===== src/rtl/mem_access_pkg.sv =====
// mem_access_pkg: shared FSM states, load-size codes and byte-enable constants
// Contents: state_t (IDLE, REQ, WAIT, DONE), EXTR_* load-size codes, BE_* lane masks,
// store_be() helper mapping store size and address lane to byte enables.
package mem_access_pkg;
  typedef enum logic [1:0] {IDLE, REQ, WAIT, DONE} state_t;
  localparam logic [1:0] EXTR_WORD = 2'b00;
  localparam logic [1:0] EXTR_BYTE = 2'b01;
  localparam logic [1:0] EXTR_HALF = 2'b10;
  localparam logic [3:0] BE_BYTE = 4'b0001;
  localparam logic [3:0] BE_HALF_LO = 4'b0011;
  localparam logic [3:0] BE_HALF_HI = 4'b1100;
  localparam logic [3:0] BE_WORD = 4'b1111;
  function automatic logic [3:0] store_be(input logic sb, input logic sh, input logic [1:0] lane);
    return sb ? BE_BYTE << lane : sh ? (lane[1] ? BE_HALF_HI : BE_HALF_LO) : BE_WORD;
  endfunction
endpackage


===== src/rtl/mem_access_if.sv =====
// mem_access_if: data-memory request/grant bus with rvalid read return
// Signals: req, we, be, addr, wdata (master->memory); gnt, rvalid, rdata (memory->master).
// Modports: master (access unit), slave (memory).
interface mem_access_if #(parameter int DATA_BITS = 32);
  logic req, we, gnt, rvalid;
  logic [3:0] be;
  logic [DATA_BITS-1:0] addr, wdata, rdata;
  modport master(output req, we, be, addr, wdata, input gnt, rvalid, rdata);
  modport slave(input req, we, be, addr, wdata, output gnt, rvalid, rdata);
endinterface


===== src/rtl/mem_load_extract.sv =====
// mem_load_extract: selects the load lane from a read word and sign/zero extends it
// Ports: rdata (read word), lane (addr[1:0]), extr_word (size code), extr_signed, result.
// Half loads use lane[1] only and word loads ignore the lane, so misaligned lanes are forced aligned.
module mem_load_extract import mem_access_pkg::*; #(parameter int DATA_BITS = 32) (
  input  logic [DATA_BITS-1:0] rdata,
  input  logic [1:0]           lane,
  input  logic [1:0]           extr_word,
  input  logic                 extr_signed,
  output logic [DATA_BITS-1:0] result
);
  logic [7:0] b;
  logic [15:0] h;
  assign b = rdata[{lane, 3'b000} +: 8];
  assign h = rdata[{lane[1], 4'b0000} +: 16];
  assign result = extr_word == EXTR_BYTE ? {{(DATA_BITS - 8){extr_signed & b[7]}}, b}
                : extr_word == EXTR_HALF ? {{(DATA_BITS - 16){extr_signed & h[15]}}, h}
                : rdata;
endmodule


===== src/rtl/mem_access_unit.sv =====
// mem_access_unit: MEM-stage data-memory controller with pipeline stall and timeout abort
// Ports: clk, rst (async, active-high); EX/MEM inputs in_valid, addr, wdata, MemWrite, MemToReg,
// Sb, Sh, ExtrWord, ExtrSigned; dm (mem_access_if.master) memory bus; outputs mem_stall,
// load_data (registered), load_valid and bus_err (one-cycle pulses).
// Option: MEM_MISALIGN_TRAP_EN adds output misalign and traps misaligned half/word accesses.
module mem_access_unit import mem_access_pkg::*; #(
  parameter int DATA_BITS = 32,
  parameter int TIMEOUT_CYC = 16
) (
  input  logic                 clk,
  input  logic                 rst,
  input  logic                 in_valid,
  input  logic [DATA_BITS-1:0] addr,
  input  logic [DATA_BITS-1:0] wdata,
  input  logic                 MemWrite,
  input  logic                 MemToReg,
  input  logic                 Sb,
  input  logic                 Sh,
  input  logic [1:0]           ExtrWord,
  input  logic                 ExtrSigned,
  mem_access_if.master         dm,
  output logic                 mem_stall,
  output logic                 load_valid,
  output logic                 bus_err,
`ifdef MEM_MISALIGN_TRAP_EN
  output logic                 misalign,
`endif
  output logic [DATA_BITS-1:0] load_data
);
  localparam int CW = $clog2(TIMEOUT_CYC);
  state_t state, next;
  logic [CW-1:0] cnt;
  logic access, mis, timeout, ld_q, err_q, we_q, signed_q;
  logic [1:0] lane_q, extr_q;
  logic [3:0] be_q;
  logic [DATA_BITS-1:0] addr_q, wdata_q, ext;
  assign access = in_valid & (MemWrite | MemToReg);
`ifdef MEM_MISALIGN_TRAP_EN
  logic half_sz, word_sz;
  assign half_sz = MemWrite ? Sh & !Sb : ExtrWord == EXTR_HALF;
  assign word_sz = MemWrite ? !(Sb | Sh) : ExtrWord[0] == ExtrWord[1];
  assign mis = (half_sz & addr[0]) | (word_sz & |addr[1:0]);
`else
  assign mis = 1'b0;
`endif
  // only meaningful in REQ/WAIT: last counted cycle passed without the awaited handshake
  assign timeout = cnt == CW'(TIMEOUT_CYC - 1) && (state == REQ ? !dm.gnt : !dm.rvalid);
  always_ff @(posedge clk or posedge rst) begin
    if (rst) state <= IDLE;
    else state <= next;
  end
  always_comb begin
    next = state;
    case (state)
      IDLE: next = access ? (mis ? DONE : REQ) : IDLE;
      REQ: next = dm.gnt ? (we_q ? DONE : WAIT) : timeout ? DONE : REQ;
      WAIT: next = dm.rvalid || timeout ? DONE : WAIT;
      DONE: next = IDLE;
    endcase
  end
  always_comb begin
    dm.req = state == REQ;
    dm.we = state == REQ && we_q;
    dm.be = state == REQ ? be_q : '0;
    mem_stall = !rst && (state == REQ || state == WAIT || (state == IDLE && access));
    load_valid = state == DONE && ld_q;
    bus_err = state == DONE && err_q;
`ifdef MEM_MISALIGN_TRAP_EN
    misalign = state == IDLE && access && mis;
`endif
  end
  assign dm.addr = addr_q;
  assign dm.wdata = wdata_q;
  mem_load_extract #(.DATA_BITS(DATA_BITS)) u_extract (
    .rdata(dm.rdata),
    .lane(lane_q),
    .extr_word(extr_q),
    .extr_signed(signed_q),
    .result(ext)
  );
  always_ff @(posedge clk or posedge rst) begin
    if (rst) begin
      cnt <= '0;
      ld_q <= 1'b0;
      err_q <= 1'b0;
      we_q <= 1'b0;
      signed_q <= 1'b0;
      lane_q <= '0;
      extr_q <= '0;
      be_q <= '0;
      addr_q <= '0;
      wdata_q <= '0;
      load_data <= '0;
    end else begin
      cnt <= (state == REQ || state == WAIT) && next == state ? cnt + 1'b1 : '0;
      if (state == IDLE && access) begin
        we_q <= MemWrite;
        ld_q <= !MemWrite && !mis;
        err_q <= 1'b0;
        signed_q <= ExtrSigned;
        lane_q <= addr[1:0];
        extr_q <= ExtrWord;
        be_q <= store_be(Sb, Sh, addr[1:0]);
        addr_q <= {addr[DATA_BITS-1:2], 2'b00};
        wdata_q <= Sb ? {4{wdata[7:0]}} : Sh ? {2{wdata[15:0]}} : wdata;
      end
      if ((state == REQ || state == WAIT) && timeout) begin
        ld_q <= 1'b0;
        err_q <= 1'b1;
      end
      if (state == WAIT && dm.rvalid) load_data <= ext;
    end
  end
endmodule


===== src/flat_wrapper.sv =====
// flat-port wrapper written by rule: the top's interface ports become plain ports
module mem_access_unit_flat import mem_access_pkg::*;
#(
  parameter int DATA_BITS = 32,
  parameter int TIMEOUT_CYC = 16
)
  (clk, rst, in_valid, addr, wdata, MemWrite, MemToReg, Sb, Sh, ExtrWord, ExtrSigned, mem_stall, load_valid, bus_err, load_data, dm_req, dm_we, dm_be, dm_addr, dm_wdata, dm_gnt, dm_rvalid, dm_rdata);
  mem_access_if #(.DATA_BITS(DATA_BITS)) dm_i ();
  input  logic clk;
  input  logic rst;
  input  logic in_valid;
  input  logic [DATA_BITS-1:0] addr;
  input  logic [DATA_BITS-1:0] wdata;
  input  logic MemWrite;
  input  logic MemToReg;
  input  logic Sb;
  input  logic Sh;
  input  logic [1:0] ExtrWord;
  input  logic ExtrSigned;
  output logic mem_stall;
  output logic load_valid;
  output logic bus_err;
  output logic [DATA_BITS-1:0] load_data;
  output wire logic [$bits(dm_i.req)-1:0] dm_req;
  output wire logic [$bits(dm_i.we)-1:0] dm_we;
  output wire logic [$bits(dm_i.be)-1:0] dm_be;
  output wire logic [$bits(dm_i.addr)-1:0] dm_addr;
  output wire logic [$bits(dm_i.wdata)-1:0] dm_wdata;
  input wire logic [$bits(dm_i.gnt)-1:0] dm_gnt;
  input wire logic [$bits(dm_i.rvalid)-1:0] dm_rvalid;
  input wire logic [$bits(dm_i.rdata)-1:0] dm_rdata;
  assign dm_req = dm_i.req;
  assign dm_we = dm_i.we;
  assign dm_be = dm_i.be;
  assign dm_addr = dm_i.addr;
  assign dm_wdata = dm_i.wdata;
  assign dm_i.gnt = dm_gnt;
  assign dm_i.rvalid = dm_rvalid;
  assign dm_i.rdata = dm_rdata;
  mem_access_unit #(.DATA_BITS(DATA_BITS), .TIMEOUT_CYC(TIMEOUT_CYC)) u_core (.clk(clk), .rst(rst), .in_valid(in_valid), .addr(addr), .wdata(wdata), .MemWrite(MemWrite), .MemToReg(MemToReg), .Sb(Sb), .Sh(Sh), .ExtrWord(ExtrWord), .ExtrSigned(ExtrSigned), .dm(dm_i), .mem_stall(mem_stall), .load_valid(load_valid), .bus_err(bus_err), .load_data(load_data));
endmodule

===== config.mk =====
export PLATFORM = sky130hd
export DESIGN_NAME = mem_access_unit_flat
export DESIGN_NICKNAME = d
export VERILOG_FILES = /design/src/rtl/mem_access_pkg.sv /design/src/rtl/mem_access_if.sv /design/src/rtl/mem_load_extract.sv /design/src/rtl/mem_access_unit.sv /design/src/flat_wrapper.sv
export SDC_FILE = /design/constraint.sdc
export NUM_CORES = 1
export LEC_CHECK = 0
export ABC_AREA = 1
export BUFFER_PORTS_ARGS = -buffer_cell sky130_fd_sc_hd__buf_2
export CORE_MARGIN = 5
export CORE_UTILIZATION = 55
export CTS_BUF_LIST = sky130_fd_sc_hd__clkbuf_8
export CTS_CLUSTER_DIAMETER = 30
export DETAILED_ROUTE_END_ITERATION = 16
export GPL_ROUTABILITY_DRIVEN = 0
export PLACE_DENSITY = 0.88
export SETUP_SLACK_MARGIN = 0.15
export SLEW_MARGIN = 15
export SYNTH_ARGS = -nofsm -noshare
export SYNTH_HDL_FRONTEND = slang
export SYNTH_HIERARCHICAL = 1
export SYNTH_SLANG_ARGS = --single-unit

===== constraint.sdc =====
create_clock -name clk -period 11.13 [get_ports clk]
set_input_delay 1.6695 -clock clk [delete_from_list [all_inputs] [get_ports clk]]
set_output_delay 1.6695 -clock clk [all_outputs]
set_load 0.05 [all_outputs]

[Word-level counts from Yosys, hierarchy flattened]
Cells that the tools add are included.
W data, S select, Z words.
Storage, ports and cells
  output and inout bits: 105
  input port bits: 108
  bits in registers: 112
Cells by class
  multiplexer cells: 20
  reductions and logical operators: 18
  bitwise gates (word level): 4
  add/sub/neg operators: 1
  eq/ne operators: 7
  shift-type cells: 3
Operators with widths (count)
  $mux W32: 4
  $shiftx A32 B6 Y16: 1
  $shiftx A32 B6 Y8: 1
  $mux W4: 5
  $logic_and A1 B1 Y1: 9
  $mux W1: 8
  $pmux W2 S4: 1
  $eq A2 B2 Y1 const B: 3
  $add A4 B1 Y4 const B: 1
  $eq A2 B1 Y1 const B: 2
  $eq A4 B4 Y1 const B: 1
  $logic_not A1 Y1: 4
  $mux W2: 2
  $shl A1 B2 Y4 const A: 1
  $and A1 B1 Y1: 3
  $logic_or A1 B1 Y1: 3
  $eq A2 B2 Y1: 1
  $logic_not A2 Y1: 1
  $reduce_bool A2 Y1: 1
  $or A1 B1 Y1: 1

[Logic depth before layout (Yosys ltp)]
Gate-level depths: netlist (run 1).
  depth in word-level cells: 9
  depth in mapped cells: 14

[By module]
The synthesis (run 1) kept the hierarchy.
By module, submodules not included
  mem_access_unit: times used 1, sequential area each 2802.7 µm², area an instance 4692.0 µm², cells an instance 485
  mem_load_extract: times used 1, sequential area each 0.0 µm², area an instance 1096.1 µm², cells an instance 249

[Worst setup path after synthesis (run 1)]
OpenSTA, ideal clock, no wires.
  kind: in2out
  from: input MemToReg
  to: output mem_stall
  cell stages on the path: 3
  path slack: 6.661 ns
  arrival: 2.799 ns
  cell sequence: o211ai_2 -> clkbuf_1 -> a21oi_1
Between the ends
  cells in the longest elaborated chain, start to end: 5
RTL lines
  from (decl): line flat_wrapper.sv:15  | input logic MemToReg;
  $or A1 B1 Y1: line mem_access_unit.sv:37  | assign access = in_valid & (MemWrite | MemToReg);
  $and A1 B1 Y1: line mem_access_unit.sv:37
  $logic_and A1 B1 Y1: line mem_access_unit.sv:65  | mem_stall = !rst && (state == REQ || state == WAIT || (state == IDLE && access));
  $logic_or A1 B1 Y1: line mem_access_unit.sv:65
  $logic_and A1 B1 Y1: line mem_access_unit.sv:65
  to (decl): line flat_wrapper.sv:20  | output logic mem_stall;
No other way between the ends.

[Worst setup path in the final report (run 1)]
Same ends and word-level chain as after synthesis.

==> results.toml, run 1 <==
[outcome]
run_status = "complete, no violations"

[critical_path]
worst_path_largest_cell_delay_ns = 0.52
worst_path_required_time_ns = 9.46
critical_path_launch_point_type = "input pin"
worst_setup_path_end_kind = "output port"
setup.worst_path.class = "in -> out"
critPathMaxFanout = 60
critPathMostFrequentCell = "buf_2"
path_cells = "buf_2 -> o211ai_4 -> buf_4 -> a21oi_1 -> buf_2"
worst-endpoint-arrival_ns = 2.85
crit_path_top_delay_cell = "buf_4"

[timing]
timing.fmax_ghz = 0.221
fin_crit_ns = 4.52
setup_repair_after_global_routing_missed_its_margin = "false"
relative_slew_slack_pct = 49.8
fin_tns_setup_ns = 0
min_period_over_period_pct = 40.6
report.final.slew_viol_count = 0
postLayoutSetupSlackWorst_ns = 6.61
worst_clock_skew_ns = 0.0112
timing_hold_violations_final = 0
setup_viol = 0
fin_worst_hold_slack_ns = 0.483
max_slew.worst_pin.slew_ns = 0.753

[drt]
wire_length_on_met3_um = 1760
detailroute.via_count = 5549
detail_route.wl_per_cell_um = 15.0
wl_met2_um = 7440
routed_via_density = 5.23
detailedRoute.firstPassIterationCount = 5
drc = 0
routed_wirelength_um = 15900
met1Wirelength_um = 6380
drt.antenna.violating_nets = 0
maxUsedRoutingLayer = "met5"
drt_first_iter_violations = 524

[yosys]
ys_top_cells_by_area = "dfrtp_1 48%, nand2_1 19%, mux2_2 6.2%, nand3_1 4.5%, inv_1 4.0%"
most_repeated_cell_in_the_gate_level_netlist_after_synthesis = "nand2_1"
postSynth.topFlopCell = "dfrtp_1"
synth_area_per_cell_um2 = 7.89
synth_top_cells_by_count = "292 x nand2_1, 112 x dfrtp_1, 62 x inv_1"
share_of_synthesized_registers_carrying_an_async_set_or_reset_pct = 100
synth_cells = 734
ys_types = 28
synth_area_leader_cell = "dfrtp_1"
synth_enable_flop_cells = 0
yosys.area.top_type_share_pct = 48.4
synth.yosys.seq_area_share_pct = 48.4
flip_flop_and_latch_count_after_synthesis = 112
syn-cell-area_um2 = 5790
synth-warning-count = 6

[global_route]
grt_util_all_layers_pct = 24.4
grt_max_degree = 63
grt_pass1_wl_um = 25300
number_of_antenna_violations_at_the_first_check_in_global_routing = 1
grt_remaining_overflow = 0
via_count_of_the_first_global_routing_pass = 5229

[floorplanning]
initial_core_util_pct = 56.3
num_io_pins = 213
chipHeight_um = 113
design.die.area_um2 = 12700
floorplan.core_area_um2 = 10300
rows = 37
die_w_um = 113

[layout]
flow.area_growth_from_synthesis_pct = 21.2
final_net_count = 1033
final_core_utilization_pct = 68.3
finish.instance_area_um2 = 7020
post_route_cells_drive_above_1_share_pct = 31.4
antennaDiodeCount = 0
fillerInstances = 882

[clocking]
post_cts_hold_buffer_count = 0
cts_resized = 0
postCtsSetupRepairBufs = 0
clock_sinks = 112
cts_inserted_buffers = 9
cts_max_level = 3
cts_tree = "done"
clock_network_latency_to_the_later_pin_of_the_worst_skew_pair_ns = 0.36
clock_tree.root_cell = "clkbuf_8"
cts.reportedPaths.clkPinSlew_ns = 0.10
clock_path_buffers = 2

[place]
placed_cell_area_um2 = 6820
port_buffers = 210
pre_cts_slack_ns = 6.62
hpwl_um = 11500

[pwr]
max-vdd-ir-drop_v = 0.000232
p_leak_nw = 4.06
power_density_cells_nw_per_um2 = 342

[min_path]
min_path_type = "reg -> reg"

[run]
max-cap-violations = 0
state kept, by name, summed over array words and instances (netlist names):
signal / flops
u_core/be_q: 4
u_core/ld_q: 1
u_core/lane_q: 2
u_core/cnt: 4
u_core/signed_q: 1
u_core/extr_q: 2
u_core/dm.addr: 30
u_core/dm.wdata: 32
u_core/load_data: 32
u_core/err_q: 1
u_core/state: 2
u_core/we_q: 1
report_power, final:
part	internal (W)	switching, W	leakage [nW]
Clock	0.0000934	0.000148	0.0984
Combinational	0.000357	0.00108	2.61
Sequential	0.000596	0.000127	1.35
Total	0.00105	0.00136	4.06
metrics by stage:
step                      std cells  total power [W]
after global placement         1045          0.00214
after CTS                      1061          0.00241
final                          1061          0.00240
after detailed placement       1045          0.00217
after global routing           1061          0.00256
after floorplan                 735          0.00185
placed cells by master (no fill, tap or decap), types with 9 or more instances in the layout:
cell	count
inv_1	61
clkbuf_8	10
buf_2	210
nand2_2	9
nand3_1	52
o21ai_0	29
dfrtp_1	112
a21oi_1	26
mux2_2	32
nand2_1	292
nor2_1	35
a31oi_1	13
logic make-up after synthesis:
logic type	share of synthesized area [%]
mux	6.23
simple gates	28.6
fa+ha+maj	1.08
xor+xnor	0.303
flops	48.4
other cells	0.0648
compound gates	6.46
buf+inv	8.88
area by class of cell:
class | instances | area (um^2) | area share [%]
well taps | 136 | 170 | 2.43
repair buffers | 214 | 1080 | 15.4
inverters | 74 | 283 | 4.03
clock inverters | 6 | 58.8 | 0.838
flip-flops and latches | 112 | 2800 | 39.9
multi-input cells | 509 | 2480 | 35.4
clock buffers | 10 | 138 | 1.96
routing by layer:
layer	global-route usage [%]	vias to the layer above
met4	7.21	2
met2	38.9	299
met3	7.65	24
met5	0	-
li1	-	2652
met1	32.0	2572
worst paths after layout:
path                            depth (start not counted)  slack (ns)             from             endpoint
worst max register to register                          9        8.37  u_core/state[0]          u_core/ld_q
worst min-delay path                                    1        0.48    u_core/cnt[0]        u_core/cnt[0]
worst min register to register                          1        0.48    u_core/cnt[0]        u_core/cnt[0]
max in group asynchronous                               3        8.54              rst  u_core/load_data[1]
min in group asynchronous                               2        1.38              rst   u_core/dm.addr[12]
worst max-delay path                                    5        6.61         MemToReg            mem_stall
worst max-delay path, delay by kind of cell:
kind | cells | cell delay (ns)
buffers and inverters | 3 | 0.87
AOI/OAI and AO/OA | 2 | 0.28
Note: power is estimated with default switching activity, not from simulation.
==> inputs of run 2 (changes only) <==
--- a/config.mk
+++ b/config.mk
@@ -8,12 +8,12 @@
 export ABC_AREA = 1
 export BUFFER_PORTS_ARGS = -buffer_cell sky130_fd_sc_hd__buf_2
 export CORE_MARGIN = 5
-export CORE_UTILIZATION = 55
+export CORE_UTILIZATION = 51
 export CTS_BUF_LIST = sky130_fd_sc_hd__clkbuf_8
 export CTS_CLUSTER_DIAMETER = 30
 export DETAILED_ROUTE_END_ITERATION = 16
 export GPL_ROUTABILITY_DRIVEN = 0
-export PLACE_DENSITY = 0.88
+export PLACE_DENSITY = 0.82
 export SETUP_SLACK_MARGIN = 0.15
 export SLEW_MARGIN = 15
 export SYNTH_ARGS = -nofsm -noshare
==> constraint.sdc (replaced) <==
create_clock -name clk -period 4.35 [get_ports clk]
set_input_delay 0.6525 -clock clk [delete_from_list [all_inputs] [get_ports clk]]
set_output_delay 0.6525 -clock clk [all_outputs]
set_load 0.05 [all_outputs]
==> run 2 against run 1 <==
Largest cell class unchanged; core utilization shrank 6.2 points; combinational power rose to 2.6 times the previous value; sequential cell count unchanged; sequential power rose to 2.6 times the previous value.
==> results.toml, run 2 (same netlist as run 1, synthesis figures left out) <==
[min_path]
min_path_type = "in -> async"

[clocking]
clock_sinks = 112
cts_inserted_buffers = 9
clock_tree.root_cell = "clkbuf_8"
clock_path_buffers = 2
postCtsSetupRepairBufs = 0
cts.reportedPaths.clkPinSlew_ns = 0.10
cts_resized = 0
post_cts_hold_buffer_count = 0
cts_tree = "done"
cts_max_level = 3
clock_network_latency_to_the_later_pin_of_the_worst_skew_pair_ns = 0.37

[critical_path]
worst_path_required_time_ns = 3.70
critPathMaxFanout = 55
worst_setup_path_end_kind = "output port"
crit_path_start = "u_core/state[0]"
critical_path_cell_count = 6
critical_path_launch_point_type = "flip-flop"
rrSetupSlack_ns = 2.24
worstRegToRegCells = 5
crit_path_top_delay_cell = "buf_4"
cp_top_family = "buffers and inverters"
worst_r2r_startpoint = "u_core/lane_q[0]"
worstReg2RegEnd = "u_core/load_data[27]"
worst-endpoint-arrival_ns = 2.23
path_cells = "inv_1 -> ha_1 -> o211ai_4 -> buf_4 -> a21oi_1 -> buf_2"
setup.worst_path.class = "reg -> out"
critPathBufInv = 3
worst_path_largest_cell_delay_ns = 0.50

[layout]
final_common_cell = "nand2_1"
final_net_count = 1034
flow.area_growth_from_synthesis_pct = 20.9
post_route_cells_drive_above_1_share_pct = 31.1
antennaDiodeCount = 0
layout.cells.most_common_list = "292 x nand2_1, 210 x buf_2, 112 x dfrtp_1"

[drt]
routed_wirelength_um = 15900
detail_route.wl_per_cell_um = 14.9
drt_first_iter_violations = 505
drt.antenna.violating_nets = 0
detailroute.via_count = 5495
drc = 0
routed_via_density = 5.15
detailedRoute.firstPassIterationCount = 6

[timing]
relative_slew_slack_pct = 46.8
fin_tns_setup_ns = 0
report.final.slew_viol_count = 0
min_period_over_period_pct = 66.3
timing.fmax_ghz = 0.347
timing_hold_violations_final = 0
setup_viol = 0
fin_crit_ns = 2.89
max_slew.worst_pin.slew_ns = 0.799
worst_clock_skew_ns = 0.00897
postLayoutSetupSlackWorst_ns = 1.46
setup_repair_after_global_routing_missed_its_margin = "false"

[pwr]
p_leak_nw = 4.06
max-vdd-ir-drop_v = 0.000611
pwr-share-clk_pct = 9.1
power_density_cells_nw_per_um2 = 869
power.share.switching_pct = 56.5
share_of_total_power_in_sequential_cells_pct = 30.4
internal-power_w = 0.00265
combPwrFrac_pct = 60.5
net-switching-power_w = 0.00344

[floorplanning]
rows = 39
design.die.area_um2 = 13600
die_w_um = 117
initial_core_util_pct = 51.3
chipHeight_um = 117
num_io_pins = 213
floorplan.core_area_um2 = 11300

[global_route]
grt_util_all_layers_pct = 23.8
grt_pass1_wl_um = 25400
via_count_of_the_first_global_routing_pass = 5219
number_of_antenna_violations_at_the_first_check_in_global_routing = 2
grt_remaining_overflow = 0
grt_max_degree = 84

[place]
hpwl_um = 11800
pre_cts_slack_ns = 1.78
port_buffers = 210

[outcome]
run_status = "complete, no violations"

[run]
max-cap-violations = 0
==> run 2: changes by cell type in the layout (fill, tap and decap cells not counted), sizes merged <==
cell,before,now
inv,72,73
buf,214,215
clkbuf,10,9
clkinv,7,6
==> run 2: area by class of cell <==
cell class / instances / area (um^2)
timing repair buffer: 215 / 1090
clock inverter: 6 / 37.5
sequential: 112 / 2800
tap: 143 / 179
clock buffer: 9 / 124
fill: 1038 / 4270
inverter: 74 / 283
multi-input combinational: 509 / 2480
==> run 2: power by group through the flow <==
stage | combinational, W | clock, W | sequential, W
global route | 0.00397 | 0.000614 | 0.00191
global placement | 0.00364 | 0 | 0.00186
CTS | 0.00370 | 0.000572 | 0.00184
floorplan | 0.00146 | 0 | 0.00328
detailed placement | 0.00371 | 0 | 0.00185
finish | 0.00368 | 0.000554 | 0.00185
==> run 2: how the worst max path moves through the flow <==
stage,endpoint
after floorplan,u_core/be_q[0]
after global placement,mem_stall
after detailed placement,mem_stall
after CTS,mem_stall
after global routing,mem_stall
final,mem_stall
==> run 2: through the flow <==
step                total power [W]  hold slack (ns)  cells  instance area, um^2  util, %
floorplan                   0.00474            0.430    735                 5790        -
global placement            0.00550            0.447   1053                 6840     60.7
detailed placement          0.00556            0.460   1053                 6840     60.7
CTS                         0.00612            0.278   1068                 7000     62.1
global route                0.00649            0.295   1068                 7000     62.1
finish                      0.00608            0.279   1068                 7000     62.1
==> run 2: worst register-to-register path, cell delays in order, from the launching register on <==
cell and delay, ns:
dfrtp_1 0.71, inv_1 0.40, nand3_1 0.27, nand4_4 0.34
nand2_1 0.18, mux2_2 0.16
==> run 2: layer usage <==
layer / wire length, um / global-route usage [%] / up-vias
met5: 27 / 0 / -
met4: 305 / 7.42 / 4
met3: 2000 / 8.19 / 28
met2: 7290 / 37.9 / 260
met1: 6260 / 30.9 / 2553
li1: - / - / 2650
